**src/rtl/cpu16_pkg.sv**
```systemverilog
// Shared CPU16 definitions: branch condition encodings, flag bit positions and
// the writeback FIFO entry layout.
package cpu16_pkg;

  localparam int unsigned DATA_W = 16;
  localparam int unsigned CC_W   = 4;
  localparam int unsigned COND_W = 4;
  // rd field is sized for the widest supported register file; narrower files zero-extend.
  localparam int unsigned RD_W   = 8;

  localparam logic [COND_W-1:0] COND_AL = 4'd0;
  localparam logic [COND_W-1:0] COND_EQ = 4'd1;
  localparam logic [COND_W-1:0] COND_NE = 4'd2;
  localparam logic [COND_W-1:0] COND_CS = 4'd3;
  localparam logic [COND_W-1:0] COND_CC = 4'd4;
  localparam logic [COND_W-1:0] COND_MI = 4'd5;
  localparam logic [COND_W-1:0] COND_PL = 4'd6;
  localparam logic [COND_W-1:0] COND_VS = 4'd7;
  localparam logic [COND_W-1:0] COND_VC = 4'd8;
  localparam logic [COND_W-1:0] COND_HI = 4'd9;
  localparam logic [COND_W-1:0] COND_LS = 4'd10;
  localparam logic [COND_W-1:0] COND_GE = 4'd11;
  localparam logic [COND_W-1:0] COND_LT = 4'd12;
  localparam logic [COND_W-1:0] COND_GT = 4'd13;
  localparam logic [COND_W-1:0] COND_LE = 4'd14;
  localparam logic [COND_W-1:0] COND_NV = 4'd15;

  localparam int unsigned FLAG_N = 3;
  localparam int unsigned FLAG_Z = 2;
  localparam int unsigned FLAG_C = 1;
  localparam int unsigned FLAG_V = 0;

  typedef struct packed {
    logic [DATA_W-1:0] result;
    logic [CC_W-1:0]   cc;
    logic [RD_W-1:0]   rd;
    logic              wen;
    logic              setcc;
    logic              br;
    logic [COND_W-1:0] cond;
    logic [DATA_W-1:0] target;
  } wb_entry_t;

endpackage

```
**src/rtl/br_cond_eval.sv**
```systemverilog
// Combinational branch condition evaluator over the {N,Z,C,V} flag register.
module br_cond_eval
  import cpu16_pkg::*;
(
  input  logic [3:0] flags,
  input  logic [3:0] cond,
  output logic       take
);

  logic n, z, c, v;

  assign n = flags[FLAG_N];
  assign z = flags[FLAG_Z];
  assign c = flags[FLAG_C];
  assign v = flags[FLAG_V];

  always_comb begin
    take = 1'b0;
    unique case (cond)
      COND_AL: take = 1'b1;
      COND_EQ: take = z;
      COND_NE: take = !z;
      COND_CS: take = c;
      COND_CC: take = !c;
      COND_MI: take = n;
      COND_PL: take = !n;
      COND_VS: take = v;
      COND_VC: take = !v;
      COND_HI: take = c && !z;
      COND_LS: take = !c || z;
      COND_GE: take = (n == v);
      COND_LT: take = (n != v);
      COND_GT: take = !z && (n == v);
      COND_LE: take = z || (n != v);
      COND_NV: take = 1'b0;
      default: take = 1'b0;
    endcase
  end

endmodule

```
**src/rtl/alu_writeback.sv**
```systemverilog
// Writeback/retire stage: in-order FIFO of ALU results, flag register, branch resolve and flush.
// Optional WB_BYPASS_EN: an entry arriving at an empty FIFO retires in the same cycle.
module alu_writeback
  import cpu16_pkg::*;
#(
  parameter int unsigned DEPTH = 2,
  parameter int unsigned RF_AW = 3
) (
  input  logic             clk,
  input  logic             reset,
  input  logic             in_valid,
  output logic             in_ready,
  input  logic [15:0]      in_result,
  input  logic [3:0]       in_cc,
  input  logic [RF_AW-1:0] in_rd,
  input  logic             in_wen,
  input  logic             in_setcc,
  input  logic             in_br,
  input  logic [3:0]       in_cond,
  input  logic [15:0]      in_target,
  input  logic             rf_ready,
  output logic             rf_we,
  output logic [RF_AW-1:0] rf_waddr,
  output logic [15:0]      rf_wdata,
  output logic [3:0]       flags,
  output logic             br_taken,
  output logic [15:0]      br_target
);

  localparam int unsigned PTR_W = (DEPTH > 1) ? $clog2(DEPTH) : 1;
  localparam int unsigned CNT_W = $clog2(DEPTH) + 1;

  wb_entry_t        mem_q [DEPTH];
  logic [PTR_W-1:0] wr_ptr_q, wr_ptr_d;
  logic [PTR_W-1:0] rd_ptr_q, rd_ptr_d;
  logic [CNT_W-1:0] count_q, count_d;
  logic [3:0]       flags_q, flags_d;

  wb_entry_t in_entry;
  wb_entry_t head;
  logic      empty, full, bypass, head_valid;
  logic      retire, pop, push, cond_true, taken;

  always_comb begin
    in_entry        = '0;
    in_entry.result = in_result;
    in_entry.cc     = in_cc;
    in_entry.rd     = RD_W'(in_rd);
    in_entry.wen    = in_wen;
    in_entry.setcc  = in_setcc;
    in_entry.br     = in_br;
    in_entry.cond   = in_cond;
    in_entry.target = in_target;
  end

  assign empty    = (count_q == '0);
  assign full     = (count_q == CNT_W'(DEPTH));
  assign in_ready = !full && !reset;

`ifdef WB_BYPASS_EN
  assign bypass = empty && in_valid && rf_ready && !reset;
`else
  assign bypass = 1'b0;
`endif

  assign head       = bypass ? in_entry : mem_q[rd_ptr_q];
  assign head_valid = !empty || bypass;
  // Retire is suppressed during reset so no queued entry leaks out.
  assign retire     = head_valid && rf_ready && !reset;
  assign pop        = retire && !bypass;
  assign push       = in_valid && in_ready && !bypass;

  br_cond_eval u_br_cond_eval (
    .flags (flags_q),
    .cond  (head.cond),
    .take  (cond_true)
  );

  assign taken = retire && head.br && cond_true;

  assign rf_we     = retire && head.wen;
  assign rf_waddr  = retire ? RF_AW'(head.rd) : '0;
  assign rf_wdata  = retire ? head.result : '0;
  assign br_taken  = taken;
  assign br_target = taken ? head.target : '0;
  assign flags     = flags_q;

  generate
    if (RF_AW < RD_W) begin : g_rd_pad
      logic unused_rd_pad;
      assign unused_rd_pad = ^head.rd[RD_W-1:RF_AW];
    end
  endgenerate

  // Next-state for pointers, occupancy and flags; a taken branch empties the FIFO,
  // including any entry pushed in the same cycle.
  always_comb begin
    rd_ptr_d = rd_ptr_q;
    wr_ptr_d = wr_ptr_q;
    count_d  = count_q;
    flags_d  = flags_q;
    if (pop)  rd_ptr_d = rd_ptr_q + PTR_W'(1);
    if (push) wr_ptr_d = wr_ptr_q + PTR_W'(1);
    count_d = count_q + CNT_W'(push) - CNT_W'(pop);
    if (retire && head.setcc) flags_d = head.cc;
    if (taken) begin
      rd_ptr_d = '0;
      wr_ptr_d = '0;
      count_d  = '0;
    end
  end

  always_ff @(posedge clk) begin
    if (reset) begin
      rd_ptr_q <= '0;
      wr_ptr_q <= '0;
      count_q  <= '0;
      flags_q  <= '0;
    end else begin
      rd_ptr_q <= rd_ptr_d;
      wr_ptr_q <= wr_ptr_d;
      count_q  <= count_d;
      flags_q  <= flags_d;
    end
  end

  // Payload storage needs no reset; occupancy alone marks entries valid.
  always_ff @(posedge clk) begin
    if (push) mem_q[wr_ptr_q] <= in_entry;
  end

endmodule

```
**config.mk**
```make
export PLATFORM = sky130hd
export DESIGN_NAME = alu_writeback
export DESIGN_NICKNAME = d
export VERILOG_FILES = /design/src/rtl/cpu16_pkg.sv /design/src/rtl/br_cond_eval.sv /design/src/rtl/alu_writeback.sv
export SDC_FILE = /design/constraint.sdc
export NUM_CORES = 1
export LEC_CHECK = 0
export BUFFER_PORTS_ARGS = -buffer_cell sky130_fd_sc_hd__clkbuf_2
export CORE_UTILIZATION = 54
export DETAILED_ROUTE_END_ITERATION = 10
export PLACE_DENSITY = 0.9
export SLEW_MARGIN = 20
export SYNTH_ARGS = -nofsm -noshare
export SYNTH_HDL_FRONTEND = slang
export SYNTH_SLANG_ARGS = --single-unit
```
**constraint.sdc**
```tcl
create_clock -name clk -period 2.7 [get_ports clk]
set_input_delay 0.27 -clock clk [delete_from_list [all_inputs] [get_ports clk]]
set_output_delay 0.27 -clock clk [all_outputs]
set_load 0.01 [all_outputs]
```
# Word-level counts from Yosys, hierarchy flattened
# Memory sizes are Yosys's and may differ from the RTL's. A register that Yosys moved wholly into a read port is not among the register bits.
# Cells that the tools add are included.
dict set report word_totals {
  reg_bits 8
  ramBits 92
  input_bits 50
  output_inout_bits 42
  wordCells 57
  memories 1
}
# name words width rd rd_ports_with_merged_regs write_ports line_no
set mem_list {}
lappend mem_list {mem_q 2 46 1 1 1 alu_writeback.sv:33} ;# wb_entry_t mem_q [DEPTH];
dict set report op_classes {
  addsub 4
  n_eq_ne 18
  mux 8
  n_reduce_logical 22
}
# operator count
set op_table {}
lappend op_table {{$eq 4x4->1 const B} 8}
lappend op_table {{$mux 16} 2}
lappend op_table {{$eq 4x3->1 const B} 4}
lappend op_table {{$pmux 1 s16} 1}
lappend op_table {{$logic_and 1x1->1} 10}
lappend op_table {{$eq 4x2->1 const B} 2}
lappend op_table {{$logic_not 1->1} 7}
lappend op_table {{$eq 4x1->1 const B} 1}
lappend op_table {{$logic_not 4->1} 1}
lappend op_table {{$mux 1} 4}
lappend op_table {{$mux 3} 1}
lappend op_table {{$add 1x1->1 const B} 2}
lappend op_table {{$add 2x1->2} 1}
lappend op_table {{$eq 2x2->1 const B} 1}
lappend op_table {{$logic_not 2->1} 1}
lappend op_table {{$logic_or 1x1->1} 2}
lappend op_table {{$reduce_or 2->1} 1}
lappend op_table {{$sub 2x1->2} 1}
lappend op_table {{$eq 1x1->1} 1}
lappend op_table {{$ne 1x1->1} 1}

# Depth between registers and ports, before layout
dict set report depth {
  depth_word 8
  ltp_mapped 13
  depth_no_buf 11
}

# Hierarchy
# From an unflattened synthesis, not the netlist that was laid out.
dict set report hier_totals {
  hier_cells 265
  area_unflattened_um2 4179.0
}
# module instances cells_per_inst area_each_um2
set by_module_without_submodules {}
lappend by_module_without_submodules {alu_writeback 1 238 3976.3}
lappend by_module_without_submodules {br_cond_eval 1 27 202.7}

# Least setup slack after synthesis
# Ideal clock, no wire load.
dict set report synth_timing {
  kind {flip-flop to flip-flop}
  start {register count_q[1]}
  end {memory mem_q[1][0] (netlist name) (enable)}
  setup_time_ns 0.408
  arrival_time_ns 1.875
  required_time_ns 2.292
  path_slack_ns 0.417
  stages_incl_launch_ff 4
  path_buffers 0
  period_less_slack_ns 2.283
  path_cell_list {dfxtp_1 -> nor2b_1 -> nor2_1 -> and3_1}
}
dict set report synth_between {
  elab_chain_len 6
}
# element line_no
set synth_rtl {}
lappend synth_rtl {{from (decl)} alu_writeback.sv:36} ;# logic [CNT_W-1:0] count_q, count_d;
lappend synth_rtl {{from (signal assigned)} alu_writeback.sv:122} ;# count_q <= count_d;
lappend synth_rtl {{$eq 2x2->1} alu_writeback.sv:57} ;# assign full = (count_q == CNT_W'(DEPTH));
lappend synth_rtl {{$logic_not 1->1} alu_writeback.sv:58} ;# assign in_ready = !full && !reset;
lappend synth_rtl {{$logic_and 1x1->1} alu_writeback.sv:58}
lappend synth_rtl {{net in_ready} alu_writeback.sv:12} ;# output logic in_ready,
lappend synth_rtl {{$logic_and 1x1->1} alu_writeback.sv:71} ;# assign push = in_valid && in_ready && !bypass;
lappend synth_rtl {{$mux 1} alu_writeback.sv:129} ;# if (push) mem_q[wr_ptr_q] <= in_entry;
lappend synth_rtl {{$mux 1 (implied by the code)} alu_writeback.sv:129}
lappend synth_rtl {{to (decl)} alu_writeback.sv:33}
# The timed path passes the listed nets, and every way through them passes these cells.

==> summary.md <==
| Metric | Value |
|---|---|
| Largest stage delay, worst path | `0.41 ns` |
| CTS sink cnt | `between 100 and 150` |
| Number of antenna cells inserted | `0` |
| CTS tree | `built` |
| Slowest cell on the critical path | `a221o_1` |
| Crit path buf inv count | `3` |
| Worst path arrival time | `between 2 and 2.5 ns` |
| Most area-hungry cell type in the Yosys netlist | `edfxtp_1` |
| Crit share post-route | `0.974` |
| Maximum fanout encountered on the critical timing path | `9` |
| Smallest setup slack after layout | `0.0709 ns` |
| Number of nets with antenna violations after routing | `0` |
| Cells after Synth | `~300` |
| Post-route insts no fill | `516` |
| Setup crit start kind | `register` |
| Initial antenna violation count | `0` |
| Static leakage power | `a little under 2 nW` |
| Horizontal die dimension | `92.0 µm` |
| Total vias in the final route | `between 2000 and 3000` |
| Post-Synthesis Mean Instance Area | `14.5 µm²` |
| Worst-path cell chain | `mux2i_4, buf_6, a21boi_1, a221o_1, a221oi_4, buf_8, a21boi_0, clkbuf_2` |
| Power density over cell area | `approximately 800 mW/mm²` |
| Clock buffer depth | `2` |
| Final net count | `roughly 460` |
| Min Clock Period, post-route | `approximately 2.6 ns` |
| Gpl congestion | `~0.8` |
| Die Y | `slightly above 90 µm` |
| Relative slew slack | `0.590` |
| Maximum number of pins on one net before global-route repair | `33` |
| Top Ports | `a little over 90` |
| RSZ-0062 raised after global routing | `yes` |
| Final Hold Viols | `0` |
| Cell Rows | `32` |
| Sequential share of the synthesized area | `0.673` |
| Initial Utilization | `0.563` |
| Post-route clock skew | `0.00817 ns` |
| Synth Warn # | `0` |
| Worst-case vdd ir drop | `around 0.52 mV` |
| Fmax | `approximately 0.38 GHz` |
| Remaining global-route overflow | `0` |
| Total DRC errors in the routed layout | `0` |
| Hold_ws | `roughly 0.09 ns` |
| CTS clk-pin slew, worst paths | `roughly 0.10 ns` |
| Type of element capturing the critical path | `primary output` |
| 1st-pass router iterations | `4` |
| Routed length per placed instance | `16.4 µm` |
| Vias/cell | `5.48` |
| Leading cell type by number of instances after synthesis | `edfxtp_1` |
| Number of synthesized flops with an enable pin | `around 90` |
| Die Area | `around 0.0085 mm²` |
| Leading post-synthesis cells by instance count | `edfxtp_1 (92), nor2_1 (31), mux2i_1 (27)` |
| Number of levels in the clock H-tree | `3` |
| Cell variety after synth | `47` |
| Final setup violation count | `0` |
| Predominant post-synthesis flop cell | `edfxtp_1` |
| First-pass GRT wire length | `about 13000 µm` |
| Clock latency reported for the late side of the worst-skew pair | `between 0.3 and 0.4 ns` |
| Number of placed instances with taps included | `~500` |
| Leading cell types by total area after synthesis | `edfxtp_1 (63%), mux2i_1 (6.2%), mux2_2 (4.6%)` |
| Slew at the pin with the worst max-slew slack | `0.616 ns` |
| Critical Setup Path Class | `register to primary output` |
| GRT Overall Usage | `0.205` |
| Largest delay share family, worst path | `compound AO/OA/AOI/OAI gates` |
| #FFs+latches synth | `between 100 and 150` |
| Fraction of synthesized cell area taken by the top area cell type | `0.632` |
| Total standard cell area after synthesis | `~0.0044 mm²` |
| Dpl hpwl | `approximately 5400 µm` |
| Max-cap violation count | `0` |
| Clock root buffer | `clkbuf_8` |
| Core outline area | `about 0.0078 mm²` |
| Via count of the first global-routing pass | `2905` |
| Worst path required time | `2.43 ns` |
| Area growth from synthesis to final layout | `21.1%` |
| Number of port buffers | `91` |
| Layout fillers | `554` |
| Final number of max-transition violations | `0` |
| Detailed Route WL | `about 8500 µm` |
| Number of DRC markers in iteration 0 | `between 150 and 200` |
| Net count after synthesis | `between 300 and 400` |
| Worst hold path type | `primary input to register` |
| Asr flop ratio synth | `0` |
| Status | `finished clean` |
| Clock buffers created by TritonCTS | `9` |
| Pre-CTS setup slack | `-0.0151 ns` |
| Layout cell share with drive strength beyond 1 | `0.413` |
==> path summary, 6_finish.rpt <==
path,start,endpoint,slack (ns),depth (start not counted)
max,register,br_taken,0.07,8
min,in_result[9],mem_q[1][39]$_DFFE_PP_,0.09,1
max reg2reg,register,register,0.66,6
min reg2reg,flags[2]$_SDFFE_PP0P_,flags[2]$_SDFFE_PP0P_,0.57,2
==> what timing repair did <==
action                                  4_1_cts  5_1_grt
hold buffers                                  0        0
setup buffers                                 4        4
cloned                                        1        2
pin swaps                                     2        5
endpoints found under the setup margin       17       17
gates resized for setup                      13        6
hold endpoints to repair                      0        0
==> final cells by class <==
type,instances,area [µm²],share of cell area
clock buffer,9,124,0.0234
inverter,7,26.3,0.00496
tap,102,128,0.0241
multi-input combinational,179,1360,0.256
sequential,101,2950,0.557
clock inverter,7,58.8,0.0111
timing repair buffer,111,653,0.123
==> per-layer routing <==
metal / share of wire / track usage
met2: 0.51 / 0.355
met5: 0 / 0
met3: 0.063 / 0.0630
met4: 0.012 / 0.0807
met1: 0.42 / 0.238
==> logic make-up (layout without fill, tap and decap cells) <==
family / after synthesis / count (layout) / synth area share
buffers and inverters: 23 / 134 / 0.0303
multiplexers: 47 / 47 / 0.116
XOR/XNOR: 4 / 4 / 0.00802
AO/OA/AOI/OAI: 48 / 48 / 0.0850
adder cells (fa/ha/maj): 2 / 2 / 0.00572
AND/OR/NAND/NOR: 76 / 78 / 0.0813
flip-flops: 101 / 101 / 0.673
==> where the power goes <==
group	leakage [nW]	switching (W)	internal [W]
logic	0.945	0.000731	0.000597
clock network	0.0917	0.000537	0.000348
registers	0.917	0.0000917	0.00193
==> through the flow <==
stage	TNS [ns]	util	cell area (µm²)	total power [W]
3_3_place_gp	0	0.639	4970	0.00318
4_1_cts	0	0.676	5250	0.00423
2_1_floorplan	0	-	4370	0.00295
3_5_place_dp	-0.0151	0.639	4970	0.00322
5_1_grt	-0.0812	0.681	5290	0.00443
6_report	0	0.681	5290	0.00424
==> cells in the final DEF (no fill, tap or decap), types with 3 or more instances in the layout <==
cell,synthesis,final
a211o_1,4,4
inv_1,7,6
clkbuf_8,0,9
a211oi_1,6,5
nand4_1,5,5
clkbuf_2,0,91
nor2_1,31,31
a21oi_1,10,10
buf_6,3,4
a21oi_2,10,10
buf_4,1,13
o21ai_0,4,3
o21ai_1,2,3
dfxtp_1,9,8
mux2i_1,27,27
nand2_1,20,20
mux2_2,18,17
edfxtp_1,92,92
clkinv_4,0,3
or3_1,3,3
==> worst reg2reg max path, delay by kind of cell, from the launching register on <==
kind	cells	cell delay (ns)
AO/OA/AOI/OAI	4	1.21
multiplexers	1	0.19
buffers and inverters	1	0.13
flip-flops	1	0.39
==> registers in the layout (all words and copies together), names as in the netlist, named ones only <==
| register | flops |
|---|---|
| flags | 4 |
| wr_ptr_q | 1 |
| mem_q | 92 |
| rd_ptr_q | 1 |
| count_q | 2 |
Power figures use the tool's default switching activity.
